--- src/rtl/ip_mapper_pkg.sv ---
// Shared definitions for the MSX memory-mapper RAM bridge: FSM state
// encoding, power-on segment values and the default I/O port base.
package ip_mapper_pkg;

    // PSRAM request sequencing states
    typedef enum logic [1:0] {
        ST_IDLE      = 2'd0,
        ST_REQ       = 2'd1,
        ST_WAIT_DATA = 2'd2
    } mapper_state_t;

    // Power-on segment per page: page 0 -> 3, page 1 -> 2, page 2 -> 1, page 3 -> 0.
    // Stored 8 bits wide; the register file keeps only the low SEG_BITS.
    localparam logic [7:0] MAPPER_RESET_SEG [0:3] = '{8'h03, 8'h02, 8'h01, 8'h00};

    // First of the four consecutive segment ports (FCh..FFh)
    localparam logic [7:0] IO_BASE_DEFAULT = 8'hFC;

    // Each segment spans 16KB
    localparam int SEG_OFFSET_BITS = 14;

endpackage

--- src/rtl/ip_mapper_segreg.sv ---
// Four segment registers, one per 16KB CPU page. One write port driven by
// the I/O decode, two asynchronous read ports: one selected by the CPU page
// of the current memory cycle, one selected by the I/O port for read-back.
module ip_mapper_segreg
    import ip_mapper_pkg::*;
#(
    parameter int SEG_BITS = 7
) (
    input  logic                clk,
    input  logic                n_reset,
    input  logic                we,
    input  logic [1:0]          waddr,
    input  logic [SEG_BITS-1:0] wdata,
    input  logic [1:0]          page_sel,
    output logic [SEG_BITS-1:0] page_seg,
    input  logic [1:0]          io_sel,
    output logic [SEG_BITS-1:0] io_seg
);

    logic [SEG_BITS-1:0] seg [0:3];

    // Register file: load power-on map on reset, otherwise take I/O writes
    always_ff @(posedge clk) begin
        if (!n_reset) begin
            for (int i = 0; i < 4; i++) begin
                seg[i] <= MAPPER_RESET_SEG[i][SEG_BITS-1:0];
            end
        end else if (we) begin
            seg[waddr] <= wdata;
        end
    end

    assign page_seg = seg[page_sel];
    assign io_seg   = seg[io_sel];

endmodule

--- src/rtl/ip_mapper_ram.sv ---
// MSX memory-mapper RAM bridge. Maps the 64KB CPU space onto a PSRAM region
// through four I/O-programmable 16KB segment registers and turns single-cycle
// bus strobes into held PSRAM requests (request / accept / data).
module ip_mapper_ram
    import ip_mapper_pkg::*;
#(
    parameter int                   SEG_BITS  = 7,
    parameter int                   ADDR_BITS = 22,
    parameter logic [ADDR_BITS-1:0] BASE_ADDR = '0,
    parameter logic [7:0]           IO_BASE   = IO_BASE_DEFAULT
) (
    input  logic                 clk,
    input  logic                 n_reset,
    // MSX-50BUS slave side
    input  logic [15:0]          bus_address,
    output logic                 bus_io_cs,
    output logic                 bus_memory_cs,
    output logic                 bus_read_ready,
    output logic [7:0]           bus_read_data,
    input  logic [7:0]           bus_write_data,
    input  logic                 bus_read,
    input  logic                 bus_write,
    input  logic                 bus_io,
    input  logic                 bus_memory,
    // PSRAM controller request port
    output logic                 rd,
    output logic                 wr,
    input  logic                 busy,
    output logic [ADDR_BITS-1:0] address,
    output logic [7:0]           wdata,
    input  logic [7:0]           rdata,
    input  logic                 rdata_en
);

    localparam int OFS_W = SEG_BITS + SEG_OFFSET_BITS;
    localparam int SUM_W = OFS_W + ADDR_BITS;

    mapper_state_t         state;
    mapper_state_t         state_nxt;
    logic                  op_write;
    logic                  accept_op;
    logic                  mem_data_due;

    logic                  io_hit;
    logic                  seg_we;
    logic                  io_read_due;
    logic                  mem_rd_req;
    logic                  mem_wr_req;
    logic [SEG_BITS-1:0]   page_seg;
    logic [SEG_BITS-1:0]   io_seg;
    logic [7:0]            io_word;
    logic [SUM_W-1:0]      map_sum;
    logic [ADDR_BITS-1:0]  mapped_addr;

    // Bus decode: the mapper owns the whole memory slot, I/O only on its four ports
    assign io_hit        = bus_io && (bus_address[7:2] == IO_BASE[7:2]);
    assign bus_io_cs     = io_hit;
    assign bus_memory_cs = bus_memory;

    assign seg_we      = io_hit && bus_write;
    assign io_read_due = io_hit && bus_read;
    assign mem_rd_req  = bus_memory && bus_read;
    assign mem_wr_req  = bus_memory && bus_write;

    ip_mapper_segreg #(
        .SEG_BITS (SEG_BITS)
    ) u_segreg (
        .clk      (clk),
        .n_reset  (n_reset),
        .we       (seg_we),
        .waddr    (bus_address[1:0]),
        .wdata    (bus_write_data[SEG_BITS-1:0]),
        .page_sel (bus_address[15:14]),
        .page_seg (page_seg),
        .io_sel   (bus_address[1:0]),
        .io_seg   (io_seg)
    );

    // Physical address: wide sum so the carry is visible, then wrap to ADDR_BITS
    assign map_sum     = {{ADDR_BITS{1'b0}}, page_seg, bus_address[SEG_OFFSET_BITS-1:0]}
                       + {{OFS_W{1'b0}}, BASE_ADDR};
    assign mapped_addr = map_sum[ADDR_BITS-1:0];

    // Read-back word: unused upper bits read as 1
    always_comb begin
        io_word                = 8'hFF;
        io_word[SEG_BITS-1:0]  = io_seg;
    end

    // State register
    always_ff @(posedge clk) begin
        if (!n_reset) begin
            state <= ST_IDLE;
        end else begin
            state <= state_nxt;
        end
    end

    // Next-state logic; memory strobes are only taken in IDLE
    always_comb begin
        state_nxt    = state;
        accept_op    = 1'b0;
        mem_data_due = 1'b0;
        case (state)
            ST_IDLE: begin
                if (mem_rd_req || mem_wr_req) begin
                    accept_op = 1'b1;
                    state_nxt = ST_REQ;
                end
            end
            ST_REQ: begin
                if (!busy) begin
                    state_nxt = op_write ? ST_IDLE : ST_WAIT_DATA;
                end
            end
            ST_WAIT_DATA: begin
                if (rdata_en) begin
                    mem_data_due = 1'b1;
                    state_nxt    = ST_IDLE;
                end
            end
            default: begin
                state_nxt = ST_IDLE;
            end
        endcase
    end

    // Requests are held for the whole REQ state and drop on the accepting edge
    assign rd = (state == ST_REQ) && !op_write;
    assign wr = (state == ST_REQ) &&  op_write;

    // Latch address, direction and write data when a strobe is accepted so
    // later segment writes cannot disturb an operation already in flight
    always_ff @(posedge clk) begin
        if (!n_reset) begin
            address  <= '0;
            wdata    <= 8'h00;
            op_write <= 1'b0;
        end else if (accept_op) begin
            address  <= mapped_addr;
            op_write <= !mem_rd_req;
            if (!mem_rd_req) begin
                wdata <= bus_write_data;
            end
        end
    end

    // Bus read response: single-cycle ready, data forced to 0 otherwise;
    // memory data takes precedence over an I/O read-back
    always_ff @(posedge clk) begin
        if (!n_reset) begin
            bus_read_ready <= 1'b0;
            bus_read_data  <= 8'h00;
        end else if (mem_data_due) begin
            bus_read_ready <= 1'b1;
            bus_read_data  <= rdata;
        end else if (io_read_due) begin
            bus_read_ready <= 1'b1;
            bus_read_data  <= io_word;
        end else begin
            bus_read_ready <= 1'b0;
            bus_read_data  <= 8'h00;
        end
    end

endmodule

--- config.mk ---
export PLATFORM = sky130hd
export DESIGN_NAME = ip_mapper_ram
export DESIGN_NICKNAME = d
export VERILOG_FILES = /design/src/rtl/ip_mapper_pkg.sv /design/src/rtl/ip_mapper_segreg.sv /design/src/rtl/ip_mapper_ram.sv
export SDC_FILE = /design/constraint.sdc
export NUM_CORES = 1
export LEC_CHECK = 0
export ABC_CLOCK_PERIOD_IN_PS = 1800
export BUFFER_PORTS_ARGS = -buffer_cell sky130_fd_sc_hd__buf_2
export CORE_MARGIN = 3
export CORE_UTILIZATION = 40
export DETAILED_ROUTE_END_ITERATION = 10
export PLACE_DENSITY = 0.72
export SLEW_MARGIN = 20
export SYNTH_ARGS = -nofsm -noshare
export SYNTH_HDL_FRONTEND = slang
export SYNTH_HIERARCHICAL = 1
export SYNTH_SLANG_ARGS = --single-unit
export TNS_END_PERCENT = 100
--- constraint.sdc ---
create_clock -name clk -period 1.8 [get_ports clk]
set_input_delay 0.09 -clock clk [delete_from_list [all_inputs] [get_ports clk]]
set_output_delay 0.09 -clock clk [all_outputs]
set_load 0.01 [all_outputs]
After elaboration in Yosys (flattened, before gate mapping)
Memory sizes are Yosys's and may differ from the RTL's. A register that Yosys moved wholly into a read port is not among the register bits.
Index checks and enable logic that the tools add are counted.
{ "totals": {"input_bits": 40, "regBits": 41, "output_inout_bits": 43, "ramBits": 28, "memories": 1} }
{ "classes": {"reduce_logical": 15, "n_bitwise": 1, "mux": 20, "n_eq_ne": 6} }
{ "memory_table": {"columns": ["memory", "depth", "word_bits", "read_ports", "rd_clocked_by_memory_dff", "wr", "line_no", "rtl"], "rows": [
  ["u_segreg.seg", 4, 7, 2, 1, 4, "ip_mapper_segreg.sv:20", "logic [SEG_BITS-1:0] seg [0:3];"]
]} }
{ "op_table": {"columns": ["cell", "count"], "rows": [
  ["8-bit 2-to-1 mux", 2],
  ["1-bit 2-to-1 mux", 11],
  ["2-bit 2-to-1 mux", 5],
  ["1-bit logical AND", 7],
  ["7-bit 2-to-1 mux", 1],
  ["7-bit OR reduction", 1],
  ["6-bit == test, second input constant", 1],
  ["2-bit != test, second input constant", 3],
  ["2-bit case mux with 3 select lines", 1],
  ["1-bit zero test", 3],
  ["3-bit AND reduction", 1],
  ["2-bit by 1-bit == test with 1-bit output, second input constant", 1],
  ["2-bit == test, second input constant", 1],
  ["2-bit zero test", 1],
  ["2-bit AND reduction", 1],
  ["1-bit logical OR", 1],
  ["1-bit inverter", 1]
]} }

Longest topological paths before layout
{ "depth": {"depth_word": 8, "ltp_mapped": 6} }

Hierarchy
Netlist, hierarchy kept.
{ "modules_own_cells": {"columns": ["mod", "seq_area_each_um2", "area_each_um2", "cells_per_inst", "n_inst"], "rows": [
  ["ip_mapper_ram", 820.8, 1665.3, 176, 1],
  ["ip_mapper_segreg", 840.8, 1441.4, 87, 1]
]} }

Worst setup path before layout
No wires, ideal clock.
{ "synth_timing": {"kind": "input to register", "start": "input port bus_io", "end": "memory u_segreg.seg[2][0] (enable)", "arrival_ns": 1.592, "path_stages": 6, "path_buffers": 1, "setup_slack_ns": -0.172, "setup_time_ns": 0.381, "path_cell_list": "nand4_1 -> nor2_1 -> and2_1 -> clkbuf_1 -> nand2_1 -> o21ai_0"} }
{ "synth_lines": {"columns": ["element", "line_no", "rtl"], "rows": [
  ["start: declaration", "ip_mapper_ram.sv:23", "input logic bus_io,"],
  ["end: declaration", "ip_mapper_segreg.sv:20", null]
]} }

==> metrics list <==
* Leading cell types by total area after synthesis: sky130_fd_sc_hd__edfxtp_1 (27%), sky130_fd_sc_hd__dfxtp_1 (26%), sky130_fd_sc_hd__mux4_2 (10%)
* Routed wire length: 6673 um
- In the final layout, the share of cells above drive strength 1 is 0.3451.
- In this run the remaining antenna-violating nets after routing total 0.
- CTS placed an instance of sky130_fd_sc_hd__clkbuf_8 at the clock tree root.
- The cell count after synthesis came out at 263.
- Maximum fanout count along the critical path: 10
* Final Hold Fails: 0
- Grt ovf: 0
- The number of antenna violations at the first check in global routing came to 0.
- At the placement stage, the worst setup path has a slack of 0.1444 ns.
* Synth warnings: 6
- Antenna diodes: 0
- Setup total negative slack: 0 ns
- Weighted congestion at the end of routability-driven global placement: 0.7995
- Subtracting the final worst setup slack from the clock period gives 1.712 ns.
- The worst setup path is launched from an input pin.
* Endpoint kind of the worst setup timing path: register
* Die footprint: 8860 um^2
* Sink count of the clock tree: 69
- Largest stage delay on the critical path: 0.54 ns
* Number of H-tree branching levels: 3
* Final Cell Area: 3954 um^2
* Total routing usage reported by global routing: 0.1647
- After the last flow step, the layout net total stands at 403.
* Mean routed wirelength per cell: 14.29 um
* Pin slew with the least headroom to its limit: 0.5383 ns
- Synthesis inferred 69 register bits.
* DR DRC count: 0
- Classification of the worst setup path: input pin to register
* Mean cell area of the mapped netlist: 11.81 um^2
- The synthesized design spends more area on one cell type than any other, namely sky130_fd_sc_hd__edfxtp_1.
* Via total after detailed routing: 2265
- The share of the Yosys chip area taken by registers is 0.5348.
- Input/output buffers: 81
- Insertion delay to the later sink of the worst-skew pair: 0.33 ns
* Core ar.: 7408 um^2
- The design draws 0.003325 W.
* Total nets after synthesis: 303
- Global-route met1 utilization: 0.2124
- Die width: 94.13 um
* Clock tree from TritonCTS: yes
* Met2 demand-to-capacity share in global routing: 0.2738
- IR analysis of the VDD net gives a maximum drop of 0.3616 mV.
* Buffers and inverters on the worst path: 4
- Among the stages of the critical path, the cell type that occurs most often is sky130_fd_sc_hd__buf_4.
* Netlist cell types: 34
- For this design the top-level I/O count stands at 83.
- Max-slew violations: 0
- From bottom edge to top edge, the die measures 94.13 um.
- Cell area after synthesis: 3107 um^2
* Cells traversed along the worst timing path: dlygate4sd3_1, buf_2, nand4_1, nor2_4, and2_2, buf_4, nand2_1, o21ai_1, buf_4
- The first global-routing pass estimated 11090 um of wire.
- Setup repair after global routing left no endpoint under its margin.
- The via count of the first global-routing pass was 2241.
* Busiest layer in global routing: met2
- Among cell families on the critical path, the largest total delay comes from buffers and inverters.
* Commonest cells after routing, fill and taps aside: sky130_fd_sc_hd__buf_2 (81), sky130_fd_sc_hd__nand2_1 (63), sky130_fd_sc_hd__dfxtp_1 (41), sky130_fd_sc_hd__mux2i_1 (29), sky130_fd_sc_hd__edfxtp_1 (28)
- Final critical-path share of the clock period: 0.9512
- The run finished with clean final reports.
* Slowest cell on crit path: sky130_fd_sc_hd__dlygate4sd3_1
* FMAX: 0.5841 GHz
- Final clock skew: 0.004785 ns
* Maximum number of pins on one net before global-route repair: 37
- Setup violations, final: 0
- Headroom to the max-slew limit came out at 0.6384.
- Area post-placement: 3576 um^2
- Syn-to-layout area delta: 27.27%
- The library cell used most frequently in the layout, excluding fill and tap cells, is sky130_fd_sc_hd__buf_2.
- The number of clock buffers added by TritonCTS is 9.
* Number of fillers in the final layout: 637
* Met3 demand-to-capacity share in global routing: 0.02484
- Reg clk slew, reported paths: 0.07 ns
- Maxcap violations: 0
- Once routing completed, OpenROAD measured the worst setup slack at 0.08791 ns.
* Top cell type's share of synthesized area: 0.2706
* Number of detailed-routing iterations run before antenna repair: 4
* Starting Density: 0.4194
- Data on the critical path arrives at its endpoint at 1.76 ns.
* Final HPWL from detailed placement: 4861 um
- For the worst setup path, the data required time is 1.85 ns.
- Static power due to leakage: 1.697 nW
* First DRT Iteration DRCs: 96
* CTS Buffer Depth: 2
* Number of cell rows: 31
* Path type of the worst min-delay path: input pin to register
- For this design the ratio of total power to cell area is 840.9 nW/um^2.
- After detailed routing, the number of vias per cell comes to 4.850.
## kinds of logic after synthesis
kind of cell,count (synthesis),synth area share
AO/OA/AOI/OAI,15,0.03987
buffers and inverters,23,0.04631
flip-flops,69,0.5348
multiplexers,43,0.1949
other,1,0.001207
AND/OR/NAND/NOR,112,0.1828
## area by class of cell
| type | count | area, um^2 | area share |
|---|---|---|---|
| clock buffers | 11 | 131.4 | 0.03323 |
| clock inverters | 5 | 51.30 | 0.01297 |
| inverters | 3 | 11.26 | 0.002848 |
| multi-input cells | 171 | 1316 | 0.3329 |
| flip-flops and latches | 69 | 1662 | 0.4203 |
| well taps | 99 | 123.9 | 0.03133 |
| repair buffers | 109 | 658.1 | 0.1665 |
## per-layer routing
metal	share of wire	up-vias
li1	-	1125
met1	0.45	1075
met2	0.50	57
met3	0.041	8
met4	0.014	0
met5	0	-
## power breakdown
part / internal (W) / switching [W]
Combinational: 0.000203 / 0.000196
Sequential: 0.00170 / 0.0000410
Clock: 0.000632 / 0.000551
Total: 0.00254 / 0.000788
## synth_stat cells
| master | number |
|---|---|
| sky130_fd_sc_hd__nand2_1 | 63 |
| sky130_fd_sc_hd__dfxtp_1 | 41 |
| sky130_fd_sc_hd__mux2i_1 | 29 |
| sky130_fd_sc_hd__edfxtp_1 | 28 |
| sky130_fd_sc_hd__and2_1 | 19 |
| sky130_fd_sc_hd__mux4_2 | 14 |
| sky130_fd_sc_hd__a22o_1 | 7 |
| sky130_fd_sc_hd__and3_1 | 7 |
| sky130_fd_sc_hd__clkbuf_1 | 7 |
| sky130_fd_sc_hd__nand2b_1 | 5 |
| sky130_fd_sc_hd__nor2_1 | 5 |
| sky130_fd_sc_hd__buf_2 | 4 |
| sky130_fd_sc_hd__buf_6 | 4 |
| sky130_fd_sc_hd__buf_4 | 3 |
| sky130_fd_sc_hd__inv_1 | 3 |
| sky130_fd_sc_hd__o21a_1 | 3 |
| sky130_fd_sc_hd__and4b_1 | 2 |
| sky130_fd_sc_hd__nand3_1 | 2 |
| sky130_fd_sc_hd__nor3b_1 | 2 |
| sky130_fd_sc_hd__a31o_2 | 1 |
| sky130_fd_sc_hd__a32o_1 | 1 |
| sky130_fd_sc_hd__and3b_1 | 1 |
| sky130_fd_sc_hd__and3b_4 | 1 |
| sky130_fd_sc_hd__and4bb_2 | 1 |
| sky130_fd_sc_hd__buf_1 | 1 |
| sky130_fd_sc_hd__buf_8 | 1 |
| sky130_fd_sc_hd__conb_1 | 1 |
| sky130_fd_sc_hd__nand3b_1 | 1 |
| sky130_fd_sc_hd__nand4_1 | 1 |
| sky130_fd_sc_hd__nor3_1 | 1 |
| sky130_fd_sc_hd__nor4_4 | 1 |
| sky130_fd_sc_hd__o21ai_0 | 1 |
| sky130_fd_sc_hd__o2bb2ai_1 | 1 |
| sky130_fd_sc_hd__o31ai_1 | 1 |
## final timing paths
path	start	end	slack, ns	cells past startpoint
worst max-delay path	bus_address[5]	u_segreg/seg[2][5]	0.09	9
worst min-delay path	bus_address[4]	address[4]	0.02	3
worst max register to register	state[0]	bus_read_data[6]	0.43	3
worst min register to register	address[8]	address[8]	0.45	2
## sequential cells by signal, indices dropped and copies added, names as in the netlist
| register | flops |
|---|---|
| u_segreg/seg | 28 |
| address | 21 |
| bus_read_data | 8 |
| wdata | 8 |
| state | 2 |
| bus_read_ready | 1 |
| op_write | 1 |
## worst register-to-register path: stages (launching register included)
cell	delay (ns)
sky130_fd_sc_hd__dfxtp_1	0.37
sky130_fd_sc_hd__and3b_4	0.24
sky130_fd_sc_hd__nor4_4	0.48
sky130_fd_sc_hd__a22o_1	0.23
## through the flow
stage / utilization / instances / hold WS (ns)
2_1_floorplan: - / 263 / 0.2226
3_3_place_gp: 0.4827 / 432 / 0.3137
3_5_place_dp: 0.4827 / 432 / 0.3125
4_1_cts: 0.5303 / 465 / 0.001616
5_1_grt: 0.5337 / 467 / 0.02352
6_report: 0.5337 / 467 / 0.01847
## what timing repair did
action                                 in CTS  in global routing
buffers inserted                            0                  2
setup endpoints to repair                   0                 49
hold buffers                               17                  0
endpoints found under the hold margin      17                  0
gates resized for setup                     0                  4
Power figures use the tool's default switching activity.
